`src/rtl/apb_master_pkg.sv`:
```
// apb_master shared types: FSM state encoding and the
// response bundle carried from ACCESS to the requester.
package apb_master_pkg;

  localparam int unsigned APB_DW = 32;

  typedef enum logic [1:0] {
    IDLE   = 2'd0,
    SETUP  = 2'd1,
    ACCESS = 2'd2,
    RESP   = 2'd3
  } apb_master_state_e;

  typedef struct packed {
    logic [APB_DW-1:0] rdata;
    logic              slverr;
    logic              timeout;
  } apb_master_resp_t;

endpackage

```
`src/rtl/apb_master.sv`:
```
// APB4 requester: one outstanding command in, one APB
// transfer out, with a wait-state timeout against hung slaves.
module apb_master
  import apb_master_pkg::*;
#(
  parameter int unsigned ADDR_WIDTH     = 5,
  parameter int unsigned DATA_WIDTH     = APB_DW,
  parameter int unsigned TIMEOUT_CYCLES = 255
) (
  input  logic                    clk_i,
  input  logic                    rst_i,
  input  logic                    req_valid_i,
  output logic                    req_ready_o,
  input  logic [ADDR_WIDTH-1:0]   req_addr_i,
  input  logic                    req_write_i,
  input  logic [DATA_WIDTH-1:0]   req_wdata_i,
  input  logic [DATA_WIDTH/8-1:0] req_strb_i,
  output logic                    resp_valid_o,
  input  logic                    resp_ready_i,
  output logic [DATA_WIDTH-1:0]   resp_rdata_o,
  output logic                    resp_slverr_o,
  output logic                    resp_timeout_o,
  output logic                    psel_o,
  output logic                    penable_o,
  output logic                    pwrite_o,
  output logic [ADDR_WIDTH-1:0]   paddr_o,
  output logic [DATA_WIDTH-1:0]   pwdata_o,
  output logic [DATA_WIDTH/8-1:0] pstrb_o,
  input  logic                    pready_i,
  input  logic                    pslverr_i,
  input  logic [DATA_WIDTH-1:0]   prdata_i
);

  localparam int unsigned SW = DATA_WIDTH / 8;
  localparam int unsigned CW =
    (TIMEOUT_CYCLES > 0) ? $clog2(TIMEOUT_CYCLES + 1) : 1;
  localparam logic [CW-1:0] CNT_MAX  = CW'(TIMEOUT_CYCLES);
  localparam logic [CW-1:0] CNT_LAST = CW'(TIMEOUT_CYCLES - 1);

  apb_master_state_e state_q, state_d;

  logic                  psel_q, psel_d;
  logic                  penable_q, penable_d;
  logic                  pwrite_q, pwrite_d;
  logic [ADDR_WIDTH-1:0] paddr_q, paddr_d;
  logic [DATA_WIDTH-1:0] pwdata_q, pwdata_d;
  logic [SW-1:0]         pstrb_q, pstrb_d;
  logic                  resp_valid_q, resp_valid_d;
  apb_master_resp_t      resp_q, resp_d;

  logic [CW-1:0] cnt_q;
  logic          timeout_hit;

  // Fires on the last allowed ACCESS cycle still without pready.
  assign timeout_hit = (TIMEOUT_CYCLES != 0)
                     && !pready_i
                     && (cnt_q == CNT_LAST);

  always_comb begin
    state_d      = state_q;
    psel_d       = 1'b0;
    penable_d    = 1'b0;
    pwrite_d     = pwrite_q;
    paddr_d      = paddr_q;
    pwdata_d     = pwdata_q;
    pstrb_d      = pstrb_q;
    resp_valid_d = 1'b0;
    resp_d       = resp_q;
    unique case (state_q)
      IDLE: begin
        if (req_valid_i) begin
          state_d  = SETUP;
          psel_d   = 1'b1;
          paddr_d  = req_addr_i;
          pwrite_d = req_write_i;
          pwdata_d = req_wdata_i;
          pstrb_d  = req_write_i ? req_strb_i : '0;
        end
      end
      SETUP: begin
        state_d   = ACCESS;
        psel_d    = 1'b1;
        penable_d = 1'b1;
      end
      ACCESS: begin
        if (pready_i) begin
          state_d        = RESP;
          resp_valid_d   = 1'b1;
          resp_d.rdata   = pwrite_q ? '0 : APB_DW'(prdata_i);
          resp_d.slverr  = pslverr_i;
          resp_d.timeout = 1'b0;
        end else if (timeout_hit) begin
          state_d        = RESP;
          resp_valid_d   = 1'b1;
          resp_d.rdata   = '0;
          resp_d.slverr  = 1'b1;
          resp_d.timeout = 1'b1;
        end else begin
          psel_d    = 1'b1;
          penable_d = 1'b1;
        end
      end
      RESP: begin
        if (resp_ready_i) state_d = IDLE;
        else resp_valid_d = 1'b1;
      end
      default: state_d = IDLE;
    endcase
  end

  always_ff @(posedge clk_i) begin
    if (rst_i) begin
      state_q      <= IDLE;
      psel_q       <= 1'b0;
      penable_q    <= 1'b0;
      pwrite_q     <= 1'b0;
      paddr_q      <= '0;
      pwdata_q     <= '0;
      pstrb_q      <= '0;
      resp_valid_q <= 1'b0;
      resp_q       <= '0;
    end else begin
      state_q      <= state_d;
      psel_q       <= psel_d;
      penable_q    <= penable_d;
      pwrite_q     <= pwrite_d;
      paddr_q      <= paddr_d;
      pwdata_q     <= pwdata_d;
      pstrb_q      <= pstrb_d;
      resp_valid_q <= resp_valid_d;
      resp_q       <= resp_d;
    end
  end

  // Wait counter: held at zero outside ACCESS, saturating inside.
  always_ff @(posedge clk_i) begin
    if (rst_i || state_q != ACCESS) begin
      cnt_q <= '0;
    end else if (!pready_i && cnt_q != CNT_MAX) begin
      cnt_q <= cnt_q + 1'b1;
    end
  end

  assign req_ready_o    = (state_q == IDLE);
  assign psel_o         = psel_q;
  assign penable_o      = penable_q;
  assign pwrite_o       = pwrite_q;
  assign paddr_o        = paddr_q;
  assign pwdata_o       = pwdata_q;
  assign pstrb_o        = pstrb_q;
  assign resp_valid_o   = resp_valid_q;
  assign resp_rdata_o   = DATA_WIDTH'(resp_q.rdata);
  assign resp_slverr_o  = resp_q.slverr;
  assign resp_timeout_o = resp_q.timeout;

endmodule

```
`config.mk`:
```
export PLATFORM = sky130hd
export DESIGN_NAME = apb_master
export DESIGN_NICKNAME = d
export VERILOG_FILES = /design/src/rtl/apb_master_pkg.sv /design/src/rtl/apb_master.sv
export SDC_FILE = /design/constraint.sdc
export NUM_CORES = 1
export LEC_CHECK = 0
export ABC_CLOCK_PERIOD_IN_PS = 4200
export CORE_MARGIN = 2
export CORE_UTILIZATION = 43
export DETAILED_ROUTE_END_ITERATION = 10
export GPL_ROUTABILITY_DRIVEN = 0
export GPL_TIMING_DRIVEN = 0
export PLACE_DENSITY = 0.85
export SLEW_MARGIN = 20
export SYNTH_ARGS = -nofsm -noshare
export SYNTH_HDL_FRONTEND = slang
export SYNTH_SLANG_ARGS = --single-unit
export TNS_END_PERCENT = 10
```
`constraint.sdc`:
```
create_clock -name clk_i -period 4.2 [get_ports clk_i]
set_input_delay 0.84 -clock clk_i [delete_from_list [all_inputs] [get_ports clk_i]]
set_output_delay 0.84 -clock clk_i [all_outputs]
set_load 0.01 [all_outputs]
```
==> qor.csv <==
metric;value;unit
internal_power;1.594;mW
required;3.36;ns
setup_viol;0;
skew;0.01141;ns
clockPowerShare;26.0;%
root_buffer;clkbuf_8;
row_count;31;
grt_pass1_vias;2918;
leakage;1.910;nW
hold_class;register to register;
tightestPinTransition;0.4816;ns
grt_overflow;0;
avgRoutedWirePerCell;14.98;um
maxSlewHeadroom;67.89;%
synth_top_area_share;54.50;%
antenna-diode-count;0;
ys_top_cells_by_count;89 x dfxtp_1, 84 x nand2_1, 46 x a21oi_1;
synth_async_sr_flop_share;0;%
synth_edf_count;0;
avgSynthCellArea;9.504;sq um
synth_top_cells_by_area;dfxtp_1 54%, nand2_1 9.6%, a22o_2 8.3%, a21oi_1 7.0%, ha_1 3.1%;
critPathMaxFanout;5;
rsz0062_at_grt;no;
dp_hpwl;7.094;mm
ys_seq_elements;89;
portBuffers;158;
core_area;7292;sq um
crit_end;req_ready_o;
hp-start;pstrb_o[1];
die_w;91.20;um
ctsHtreeMaxLevel;3;
vias;3063;
fmax;404.9;MHz
final_area;5176;sq um
max-vdd-ir-drop;250.8;uV
drtPass1Iterations;4;
area_growth;58.32;%
synth_nets;432;
syn_area;3269;sq um
r2r_cells;8;
worstPathArrival;1.63;ns
p_sw_share;30.11;%
cts_buffers;9;
drc;0;
critPathCaptureType;primary output;
drtAntennaViolNets;0;
fin_util;70.98;%
start_util;44.84;%
worstSetupPathType;register to primary output;
grt_max_degree;16;
viasPerCell;4.972;
seqPwrFrac;44.2;%
synth_cells;344;
maxCapViolations;0;
tritoncts;done;
seq_area_frac_synth;54.50;%
fin_nets;601;
grt_pass1_wl;14.87;mm
gr-usage-all-layers;22.42;%
post_cts_resized;0;
placedInstanceArea;4975;sq um
worstSetupStartpoint;state_q[0];
hold_buffers;0;
clock-sinks;89;
fp.dieArea;8317;sq um
final.setup.tns;0;ns
reg2reg_slack;2.30;ns
p_sw;686.7;uW
drive_above_1_share;10.44;%
drt_iter0_drc;90;
critPathLaunchType;register;
grt_antenna_before_repair;0;
fin_crit_sh;58.81;%
post-route-min-period;2.470;ns
synth_top_area_cell;dfxtp_1;
fp.dieH;91.20;um
synth.most_common_cell;dfxtp_1;
power_density;440.6;nW/um^2
hold_viol_final;0;
combPwrFrac;29.8;%
drv_slew;0;
ys_warn_count;0;
postCtsSetupBuffers;0;
clk_latency;0.35;ns
ys.flop_type;dfxtp_1;
r2r-end;resp_rdata_o[22];
r2r_start;state_q[0];
clk_pin_slew;0.08;ns
ys_types;37;
ios;160;
status;complete, no violations;
fin_hold_ws;0.4517;ns
routed_wl;9.225;mm
clock_path_buffers;2;
[power groups by stage]
stage	clock network [mW]	logic, mW	registers [mW]
global route	0.645	0.746	1.02
global placement	0	0.665	1.02
detailed placement	0	0.682	1.03
CTS	0.609	0.688	1.01
finish	0.593	0.681	1.01
floorplan	0	0.280	1.07
[flip-flops by register name, indices dropped and copies added, names as in the netlist]
register,count
resp_rdata_o,32
resp_slverr_o,1
cnt_q,8
penable_o,1
pstrb_o,4
resp_timeout_o,1
paddr_o,5
state_q,2
pwdata_o,32
psel_o,1
pwrite_o,1
resp_valid_o,1
[worst min path at each step]
stage | to | depth (start not counted) | slack (ns)
2_1_floorplan | pstrb_o[0] | 2 | 0.48
3_5_place_dp | pstrb_o[2] | 2 | 0.44
4_1_cts | pstrb_o[1] | 2 | 0.46
3_3_place_gp | pstrb_o[3] | 2 | 0.44
6_report | pstrb_o[1] | 2 | 0.45
5_1_grt | pwdata_o[1] | 2 | 0.48
[final cells by class]
type / count / area (sq um)
tap: 99 / 123.9
clock inverter: 5 / 63.81
timing repair buffer: 158 / 1582
buffer: 24 / 128.9
inverter: 7 / 26.28
sequential: 89 / 1782
multi-input combinational: 224 / 1333
fill: 562 / 2116
clock buffer: 10 / 137.6
[layer usage]
layer  vias up  global-route usage (%)  routed length [um]
met5         -                       0                   0
li1       1517                       -                   -
met4         0                   8.333                 221
met1      1412                   26.01                3802
met2       117                   38.09                4432
met3        17                   7.801                 770
[placed cells by master (no fill, tap or decap), drive strengths merged]
| cell | netlist | layout |
|---|---|---|
| and4 | 1 | 1 |
| nor4 | 1 | 1 |
| nor3b | 2 | 2 |
| buf | 12 | 12 |
| a311oi | 3 | 3 |
| o21ai | 2 | 2 |
| clkdlybuf4s50 | 0 | 158 |
| nor2b | 2 | 2 |
| clkinvlp | 0 | 1 |
| nand2 | 84 | 84 |
| a22o | 32 | 32 |
| nand3b | 1 | 1 |
| a21boi | 1 | 1 |
| ha | 8 | 8 |
| xor2 | 3 | 3 |
| a31oi | 1 | 1 |
| o21a | 1 | 1 |
| dfxtp | 89 | 89 |
| nand4 | 1 | 1 |
| clkinv | 0 | 1 |
| nand3 | 6 | 6 |
| nand4b | 2 | 2 |
| mux2i | 1 | 1 |
| bufinv | 0 | 1 |
| a21oi | 47 | 47 |
| nand2b | 4 | 4 |
| and2 | 2 | 2 |
| inv | 7 | 9 |
| o2111ai | 1 | 1 |
| nor3 | 1 | 1 |
| nor2 | 10 | 10 |
| a211oi | 4 | 4 |
| xnor2 | 2 | 2 |
| a31o | 1 | 1 |
| clkbuf | 12 | 22 |
[through the flow]
step	power [mW]	setup WS [ns]	std cells
floorplan	1.347	2.407	344
global placement	1.686	1.631	601
detailed placement	1.709	1.594	601
CTS	2.304	1.714	616
global route	2.413	1.645	616
finish	2.281	1.730	616
[cell families after synthesis]
kind of cell / Yosys count / share of synthesized area (%)
AO/OA/AOI/OAI: 93 / 20.63
adder cells (fa/ha/maj): 8 / 3.062
AND/OR/NAND/NOR: 117 / 15.42
XOR/XNOR: 5 / 1.340
flip-flops: 89 / 54.50
buffers and inverters: 31 / 4.746
multiplexers: 1 / 0.3062
[critical path, cell delays in order, from the launching register on]
cell	delay, ns
dfxtp_1	0.42
inv_1	0.11
ha_1	0.25
clkdlybuf4s50_1	0.50
Power figures use the tool's default switching activity.
